--- src/rtl/branch_resolve_pkg.sv ---
// Shared definitions for branch resolution: branch opcodes, the EX/MEM
// payload records and the target-address helper.
package branch_resolve_pkg;

  localparam logic [5:0] EXE_REGIMM = 6'b000001;
  localparam logic [5:0] EXE_BEQ    = 6'b000100;
  localparam logic [5:0] EXE_BNE    = 6'b000101;
  localparam logic [5:0] EXE_BLEZ   = 6'b000110;
  localparam logic [5:0] EXE_BGTZ   = 6'b000111;

  typedef struct packed {
    logic        likely;
    logic        pred;
    logic [31:0] pc;
    logic [31:0] instr;
    logic [31:0] imm;
  } ex_data_t;

  typedef struct packed {
    logic        likely;
    logic        pred;
    logic        take;
    logic [31:0] pc;
    logic [31:0] target;
  } mem_data_t;

  // Wraps modulo 2^32 by construction.
  function automatic logic [31:0] branch_target(input logic [31:0] pc,
                                                input logic [31:0] imm);
    return pc + 32'd4 + (imm << 2);
  endfunction

endpackage

--- src/rtl/branch_cmp.sv ---
// Combinational branch-condition evaluator for conditional branches; any
// encoding that is not a recognised conditional branch resolves not-taken.
module branch_cmp
  import branch_resolve_pkg::*;
(
  input  logic        [31:0] i_instr,
  input  logic signed [31:0] i_rs,
  input  logic signed [31:0] i_rt,
  output logic               o_take
);

  logic [5:0] w_op;
  logic       w_regimm_br;
  logic       w_unused_fields;

  assign w_op        = i_instr[31:26];
  // REGIMM rt codes 000x0/000x1 and 100x0/100x1: bltz/bgez, their L and AL forms.
  assign w_regimm_br = (i_instr[19:17] == 3'b000) || (i_instr[19:17] == 3'b001);
  assign w_unused_fields = &{i_instr[25:20], i_instr[15:0]};

  always_comb begin
    o_take = 1'b0;
    case (w_op)
      EXE_BEQ:    o_take = (i_rs == i_rt);
      EXE_BNE:    o_take = (i_rs != i_rt);
      EXE_BLEZ:   o_take = (i_rs <= 32'sd0);
      EXE_BGTZ:   o_take = (i_rs >  32'sd0);
      EXE_REGIMM: begin
        if (w_regimm_br) begin
          o_take = i_instr[16] ? (i_rs >= 32'sd0) : (i_rs < 32'sd0);
        end
      end
      default:    o_take = 1'b0;
    endcase
  end

endmodule

--- src/rtl/branch_resolve.sv ---
// Carries predicted branches from ID through EX and MEM, resolves them in EX,
// and at MEM drives redirect, likely-nullify, predictor training and counters.
module branch_resolve
  import branch_resolve_pkg::*;
#(
  parameter int CNT_W = 32
) (
  input  logic             clk,
  input  logic             rst,
  input  logic             stallE,
  input  logic             stallM,
  input  logic             flushE,
  input  logic             flushM,
  input  logic             branchD,
  input  logic             branchL_D,
  input  logic             pred_takeD,
  input  logic [31:0]      pcD,
  input  logic [31:0]      instrD,
  input  logic [31:0]      immD,
  input  logic [31:0]      rs_valueE,
  input  logic [31:0]      rt_valueE,
  output logic             branchM,
  output logic             actual_takeM,
  output logic [31:0]      pcM,
  output logic             mispredictM,
  output logic [31:0]      pc_correctM,
  output logic             likely_nullifyM,
  output logic [CNT_W-1:0] branch_cnt,
  output logic [CNT_W-1:0] mispred_cnt
);

  logic             r_vld_p1;
  ex_data_t         r_ex_p1;
  logic             r_vld_p2;
  mem_data_t        r_mem_p2;
  logic [CNT_W-1:0] r_branch_cnt;
  logic [CNT_W-1:0] r_mispred_cnt;

  logic             w_take_p1;
  logic [31:0]      w_target_p1;
  logic             w_fire_p2;
  logic             w_mispred_p2;

  function automatic logic [CNT_W-1:0] sat_inc(input logic [CNT_W-1:0] v);
    return (&v) ? v : v + CNT_W'(1);
  endfunction

  // EX stage: capture the ID-stage branch and its prediction
  always_ff @(posedge clk) begin
    if (rst) begin
      r_vld_p1 <= 1'b0;
    end else if (flushE) begin
      r_vld_p1 <= 1'b0;
    end else if (!stallE) begin
      r_vld_p1 <= branchD;
    end
  end

  always_ff @(posedge clk) begin
    if (!stallE) begin
      r_ex_p1.likely <= branchL_D;
      r_ex_p1.pred   <= pred_takeD;
      r_ex_p1.pc     <= pcD;
      r_ex_p1.instr  <= instrD;
      r_ex_p1.imm    <= immD;
    end
  end

  branch_cmp u_cmp (
    .i_instr (r_ex_p1.instr),
    .i_rs    (rs_valueE),
    .i_rt    (rt_valueE),
    .o_take  (w_take_p1)
  );

  assign w_target_p1 = branch_target(r_ex_p1.pc, r_ex_p1.imm);

  // MEM stage: register the resolved outcome; a stalled EX feeds a bubble
  always_ff @(posedge clk) begin
    if (rst) begin
      r_vld_p2 <= 1'b0;
    end else if (flushM) begin
      r_vld_p2 <= 1'b0;
    end else if (!stallM) begin
      r_vld_p2 <= stallE ? 1'b0 : r_vld_p1;
    end
  end

  always_ff @(posedge clk) begin
    if (!stallM) begin
      r_mem_p2.likely <= r_ex_p1.likely;
      r_mem_p2.pred   <= r_ex_p1.pred;
      r_mem_p2.take   <= w_take_p1;
      r_mem_p2.pc     <= r_ex_p1.pc;
      r_mem_p2.target <= w_target_p1;
    end
  end

  // Gating on ~stallM gives one training pulse per branch however long MEM holds.
  assign w_fire_p2    = r_vld_p2 & ~stallM;
  assign w_mispred_p2 = w_fire_p2 & (r_mem_p2.take != r_mem_p2.pred);

  assign branchM         = w_fire_p2;
  assign actual_takeM    = w_fire_p2 & r_mem_p2.take;
  assign pcM             = w_fire_p2 ? r_mem_p2.pc : 32'd0;
  assign mispredictM     = w_mispred_p2;
  assign pc_correctM     = !w_fire_p2     ? 32'd0 :
                           r_mem_p2.take  ? r_mem_p2.target :
                                            r_mem_p2.pc + 32'd8;
  assign likely_nullifyM = w_fire_p2 & r_mem_p2.likely & ~r_mem_p2.take;

  always_ff @(posedge clk) begin
    if (rst) begin
      r_branch_cnt  <= '0;
      r_mispred_cnt <= '0;
    end else if (w_fire_p2) begin
      r_branch_cnt <= sat_inc(r_branch_cnt);
      if (w_mispred_p2) begin
        r_mispred_cnt <= sat_inc(r_mispred_cnt);
      end
    end
  end

  assign branch_cnt  = r_branch_cnt;
  assign mispred_cnt = r_mispred_cnt;

endmodule

--- config.mk ---
export PLATFORM = sky130hd
export DESIGN_NAME = branch_resolve
export DESIGN_NICKNAME = d
export VERILOG_FILES = /design/src/rtl/branch_resolve_pkg.sv /design/src/rtl/branch_cmp.sv /design/src/rtl/branch_resolve.sv
export SDC_FILE = /design/constraint.sdc
export NUM_CORES = 1
export LEC_CHECK = 0
export CORE_MARGIN = 5
export CORE_UTILIZATION = 53
export CTS_CLUSTER_DIAMETER = 150
export DETAILED_ROUTE_END_ITERATION = 6
export GPL_ROUTABILITY_DRIVEN = 0
export HOLD_SLACK_MARGIN = 0.06
export PLACE_DENSITY = 0.87
export SLEW_MARGIN = 10
export SYNTH_ARGS = -nofsm -noshare
export SYNTH_HDL_FRONTEND = slang
export SYNTH_SLANG_ARGS = --single-unit
--- constraint.sdc ---
create_clock -name clk -period 6.6 [get_ports clk]
set_input_delay 1.65 -clock clk [delete_from_list [all_inputs] [get_ports clk]]
set_output_delay 1.65 -clock clk [all_outputs]
set_load 0.005 [all_outputs]
==> results of run 1 <==
layout by cell type (no fill, tap or decap), types with 4 or more instances in the layout:
cell	n
or2_2	4
o21bai_1	5
nand4_1	33
a211oi_1	10
nor2_1	110
nand2_1	77
xnor2_1	92
clkbuf_16	23
a21o_1	15
buf_4	5
a31oi_1	4
nor4b_1	6
inv_1	27
dfxtp_1	66
and4_1	15
inv_2	4
xor2_1	43
nand3_1	30
o21ai_0	31
mux2i_1	8
ha_1	60
or3_1	8
and3_1	24
edfxtp_1	138
o211ai_1	5
o21a_1	4
clkdlybuf4s50_1	274
and2_1	38
nor3_1	34
nor4_1	23
a21oi_1	54
kinds of logic after synthesis:
kind of cell / Yosys count / share of synthesized area [%]
and+or+nand+nor: 430 / 20.6
DFF: 204 / 49.3
AOI/OAI and AO/OA: 159 / 9.26
xor gates and xnor gates: 135 / 10.7
buffers and inverters: 61 / 2.21
adders and majority gates: 61 / 6.95
muxes: 11 / 1.03
sequential cells by signal (all words and copies together) (netlist names):
signal       cells
mispred_cnt     32
r_ex_p1         73
r_vld_p2         1
r_mem_p2        65
branch_cnt      32
r_vld_p1         1
per-stage QoR:
step / power, mW / cells / setup WS (ps) / instance area (um^2)
floorplan: 1.92 / 1061 / 2360 / 11100
global placement: 2.10 / 1586 / 1070 / 14100
detailed placement: 2.13 / 1586 / 993 / 14100
CTS: 3.37 / 1625 / 1000 / 14800
global route: 3.50 / 1626 / 796 / 14800
finish: 3.36 / 1626 / 1020 / 14800
worst max-delay path, stage by stage:
cell             delay, ps
clkdlybuf4s50_1        450
nand2b_1               180
inv_2                  490
nand2_1                360
inv_1                  250
clkdlybuf4s50_1        540
per-layer routing:
metal	vias up	track usage [%]
met3	97	4.34
li1	4428	-
met4	2	9.63
met5	-	0
met2	406	42.5
met1	4371	28.7
cell type report:
type	count	share of cell area, %
sequential	204	36.9
multi-input combinational	796	36.3
timing repair buffer	280	18.8
clock buffer	25	3.93
tap	275	2.32
clock inverter	14	1.01
inverter	31	0.785
antenna	1	0.0169
power groups by stage:
stage	registers, mW	clock network [mW]	logic [mW]
6_report	1.54	1.24	0.579
5_1_grt	1.55	1.32	0.636
3_3_place_gp	1.56	0	0.544
4_1_cts	1.54	1.26	0.571
2_1_floorplan	1.55	0	0.374
3_5_place_dp	1.56	0	0.563
worst min path at each step:
stage	to	slack (ps)	depth (start not counted)
4_1_cts	r_mem_p2[65]$_DFFE_PN_	430	0
5_1_grt	r_mem_p2[33]$_DFFE_PN_	440	0
3_3_place_gp	r_mem_p2[65]$_DFFE_PN_	400	0
3_5_place_dp	r_mem_p2[65]$_DFFE_PN_	410	0
6_report	r_mem_p2[65]$_DFFE_PN_	430	0
2_1_floorplan	r_mem_p2[32]$_DFFE_PN_	400	0
==> run metrics, run 1 <==
Leakage 5.44 nW; Post-Synthesis Cells 1061; RSZ-0062 raised after global routing no; Ports 301; fin. max-slew vios 0; mapped cell area between 0.01 and 0.015 mm^2; Net Switching around 0.85 mW; Setup crit start kind primary input; Synth area leaders edfxtp_1, dfxtp_1, xnor2_1; top cells by count, synth edfxtp_1, nor2_1, xnor2_1; outcome complete, no violations; CTS Buf Count 22; worst skew pair latency 500 ps; Hold Fails Final Rpt 0; Setup Fix Bufs, Post-CTS 0; sequential share of the synthesized area 49.3%; yosys warns 0; post_cts resized 0; clk buf depth 3; MaxCap Viol Count 0; Overflow after GRT 0; worst hold path type register to register; #FFs+latches synth 204; clock skew 14.9 ps; Synthesized Nets roughly 1300; Setup CP Type primary input to primary output; switching share of total power around 25%; fill count about 1500; Min Clock Period, post-route 5580 ps; initial drt markers 772; Reg area roughly 0.0055 mm^2; Max rail drop VDD roughly 220 uV; H-tree levels 1; dpl hpwl 22300 um; Met3 Wirelength 1990 um; met1 WL 11300 um; syn avg cell area 10.5 um^2; vias per inst 5.72; Reg power frac 45.7%; Area Overhead vs Synth 33.7%; Highest Signal Layer met5; Max Freq 0.179 GHz; Layout Nets 1565; Core ar. 0.0208 mm^2; Vias approximately 9300; Slew @ Worst Pin approximately 930 ps; Critical Path Fanout Max 42; # rows 53; top-count cell post-synth edfxtp_1; final core occ between 70% and 80%; Clock Power Share 37.0%; Hold Crit Start r_ex_p1[96]$_DFFE_PN_; Remaining DRCs 0; Clock transition at path regs approximately 60 ps; vias in the first global route 9293; Fin Hold WS 427 ps; first-pass GRT wire length 46800 um; Root Buffer clkbuf_16; Die Y ~150 um; crit path capture mispredictM; Finish-stage setup viols 0; CTS tree done; critical register-to-register path startpoint r_ex_p1[67]$_DFFE_PN_; Total Neg Setup Slack 0 ps; routed wl met2 14900 um; Critical Path RT 4950 ps; Worst Setup SP stallM; Total GRT Usage 23.9%; power per cell area 227 mW/mm^2; Gate power share 17.2%; Initial Util 53.3%; area occupied by multi-input gates 0.00538 mm^2; Worst R2R Path Depth 9; internal power approximately 2.5 mW; clk sinks approximately 200; IO Port Bufs between 200 and 300; Post-synth top flop edfxtp_1; Post-synth EDFFs 138; worst endpoint data arrival time between 3000 and 4000 ps; Die Span X 155 um; total die area 0.0239 mm^2; largest net degree at the start of global routing between 60 and 70; first-pass iteration count of the detailed router 5; ys async rst share 0%; post-synthesis cell type count 75; Tcrit/Tclk final 84.5%; reg2reg end r_mem_p2[29]$_DFFE_PN_; initial antenna violation count 2; DRT Wirelength about 30000 um; share of cells above drive strength 1 5.48%; Routed Antenna Nets 0; Rel. slew slack 37.7%; Routed wire per std cell 18.2 um; Yosys top cell by area edfxtp_1; Crit. End Element primary output; Yosys top cell area share approximately 37%; R2R Setup Slk 3260 ps; CTS Hold Bufs 0
No activity file was read; power rests on OpenSTA's default activity.
==> run 2: changes to the inputs <==
- CORE_UTILIZATION: 53 -> 49
- PLACE_DENSITY: 0.87 -> 0.81
- clock period: 6.6 -> 5.47 ns (I/O delays scaled with it)
==> run 2 against run 1 <==
Net effect:
- combinational power rose by 19%
- power rose by 20%
- highest routed layer is now met4
- register-to-register slack got worse by 1100 ps
- cell count rose by 0.74%
- clock-buffer cell count rose by 3
- worst setup slack got worse by 450 ps
- worst hold slack got worse by 5.7 ps
- first-iteration DRC count fell by 26%
- via count fell by 1.4%
- cell area rose by 0.13%
==> run metrics, run 2 (synthesis results as in run 1) <==
outcome complete, no violations; dpl ws 579 ps; Final Non-Filler Cells 1638; Worst R2R Path Depth 9; total die area roughly 0.026 mm^2; Ports 301; Routed Antenna Nets 0; fill count 1769; power per cell area 272 mW/mm^2; initial antenna violation count 0; Hold EP r_mem_p2[65]$_DFFE_PN_; worst skew pair latency ~510 ps; CTS Hold Bufs 0; vias per inst 5.60; dpl hpwl 22400 um; share of cells above drive strength 1 between 5 and 6%; Leakage 5.45 nW; worst hold path type register to register; Die Span X between 150 and 200 um; Routed wire per std cell 18.0 um; most frequent cells in the layout clkdlybuf4s50_1, edfxtp_1, nor2_1; fin. max-slew vios 0; Crit. End Element primary output; area occupied by multi-input gates 0.00538 mm^2; Min Clock Period, post-route just under 5000 ps; clk sinks approximately 200; Vias 9178; fin worst setup slack 569 ps; Die Y 160 um; H-tree levels 1; Core ar. 0.0224 mm^2; Clock transition at path regs 60 ps; first-pass iteration count of the detailed router 6; worst endpoint data arrival time 3530 ps; Critical Path Fanout Max 31; Area Overhead vs Synth 33.9%; reg2reg end r_mem_p2[29]$_DFFE_PN_; Initial Util 49.4%; DRT Wirelength just under 30000 um; routed wl met2 15000 um; critical register-to-register path startpoint r_ex_p1[67]$_DFFE_PN_; Critical Path RT 4100 ps; Hold Fails Final Rpt 0; clock skew roughly 18 ps; Total Neg Setup Slack 0 ps; Overflow after GRT 0; vias in the first global route 9046; post_cts resized 0; Setup crit start kind primary input; Inserted Diodes 0; Met3 Wirelength approximately 1500 um; placed cells between 1500 and 2000; Finish-stage setup viols 0; Max Freq around 0.20 GHz; Layout Nets 1568; R2R Setup Slk roughly 2200 ps; RSZ-0062 raised after global routing no; # rows 55; max FFs per register 73; Total GRT Usage 21.8%; clk buf depth 3; CTS Buf Count 23; Slew @ Worst Pin 984 ps; final core occ 66.2%; met1 WL around 12000 um; Max rail drop VDD approximately 260 uV; Reg with most FFs r_ex_p1; first-pass GRT wire length 46200 um; Setup CP Type primary input to primary output; Hold Path Depth 0; Rel. slew slack 34.2%; Highest Signal Layer met4; Setup Fix Bufs, Post-CTS 0; Tcrit/Tclk final 89.6%; Hold Crit Start r_ex_p1[96]$_DFFE_PN_; top flop regs r_ex_p1: 73 flops, r_mem_p2: 65 flops; largest net degree at the start of global routing 69; IO Port Bufs 275; Remaining DRCs 0; MaxCap Viol Count 0; CTS tree done; Root Buffer clkbuf_16; initial drt markers 573; Reg area roughly 0.0055 mm^2; commonest non-fill, non-tap cell in the layout clkdlybuf4s50_1
==> run 2: changes by cell type in the layout (fill, tap and decap cells not counted) <==
cell        change
clkinv_1        +3
clkinv_2        -1
diode_2         -1
clkinvlp_2      -3
buf_4           +2
clkinvlp_4      -1
clkbuf_1        +3
==> run 2: where the power goes <==
group          leakage (nW)  total, mW  internal [mW]  switching, mW
Combinational          3.22      0.691          0.326          0.366
Sequential             1.88       1.86           1.80         0.0582
Clock                 0.350       1.49          0.909          0.582
Total                  5.45       4.04           3.03           1.01
==> run 2: worst max-delay path by stage <==
stage               startpoint              end  depth (start not counted)
finish                  stallM      mispredictM                          6
global route            stallM      mispredictM                          6
CTS                     stallM      mispredictM                          6
detailed placement      stallM      mispredictM                          6
global placement        stallM      mispredictM                          6
floorplan               stallM  pc_correctM[16]                          5
==> run 2: through the flow <==
stage | total power [mW] | hold slack (ps) | area (um^2)
finish | 4.04 | 421 | 14800
global route | 4.22 | 424 | 14800
CTS | 4.08 | 417 | 14800
detailed placement | 2.57 | 405 | 14100
global placement | 2.54 | 401 | 14100
floorplan | 2.32 | 400 | 11100
==> run 2: critical path, stage by stage <==
cell and delay, ps:
clkdlybuf4s50_1 450, nand2b_1 180, inv_2 410, nand2_1 340, inv_1 250, clkdlybuf4s50_1 540
==> run 2: layer usage <==
| layer | vias to the layer above | GRT usage, % |
|---|---|---|
| met4 | 0 | 7.24 |
| met3 | 66 | 2.85 |
| met5 | - | 0 |
| met1 | 4346 | 26.6 |
| li1 | 4444 | - |
| met2 | 322 | 39.8 |
==> run 2: final cells by class <==
type                            count  share of cell area (%)
Sequential cell                   204                    36.8
Inverter                           31                   0.784
Timing Repair Buffer              282                    18.9
Multi-Input combinational cell    796                    36.2
Clock inverter                     12                   0.902
Tap cell                          285                    2.40
Clock buffer                       28                    4.00
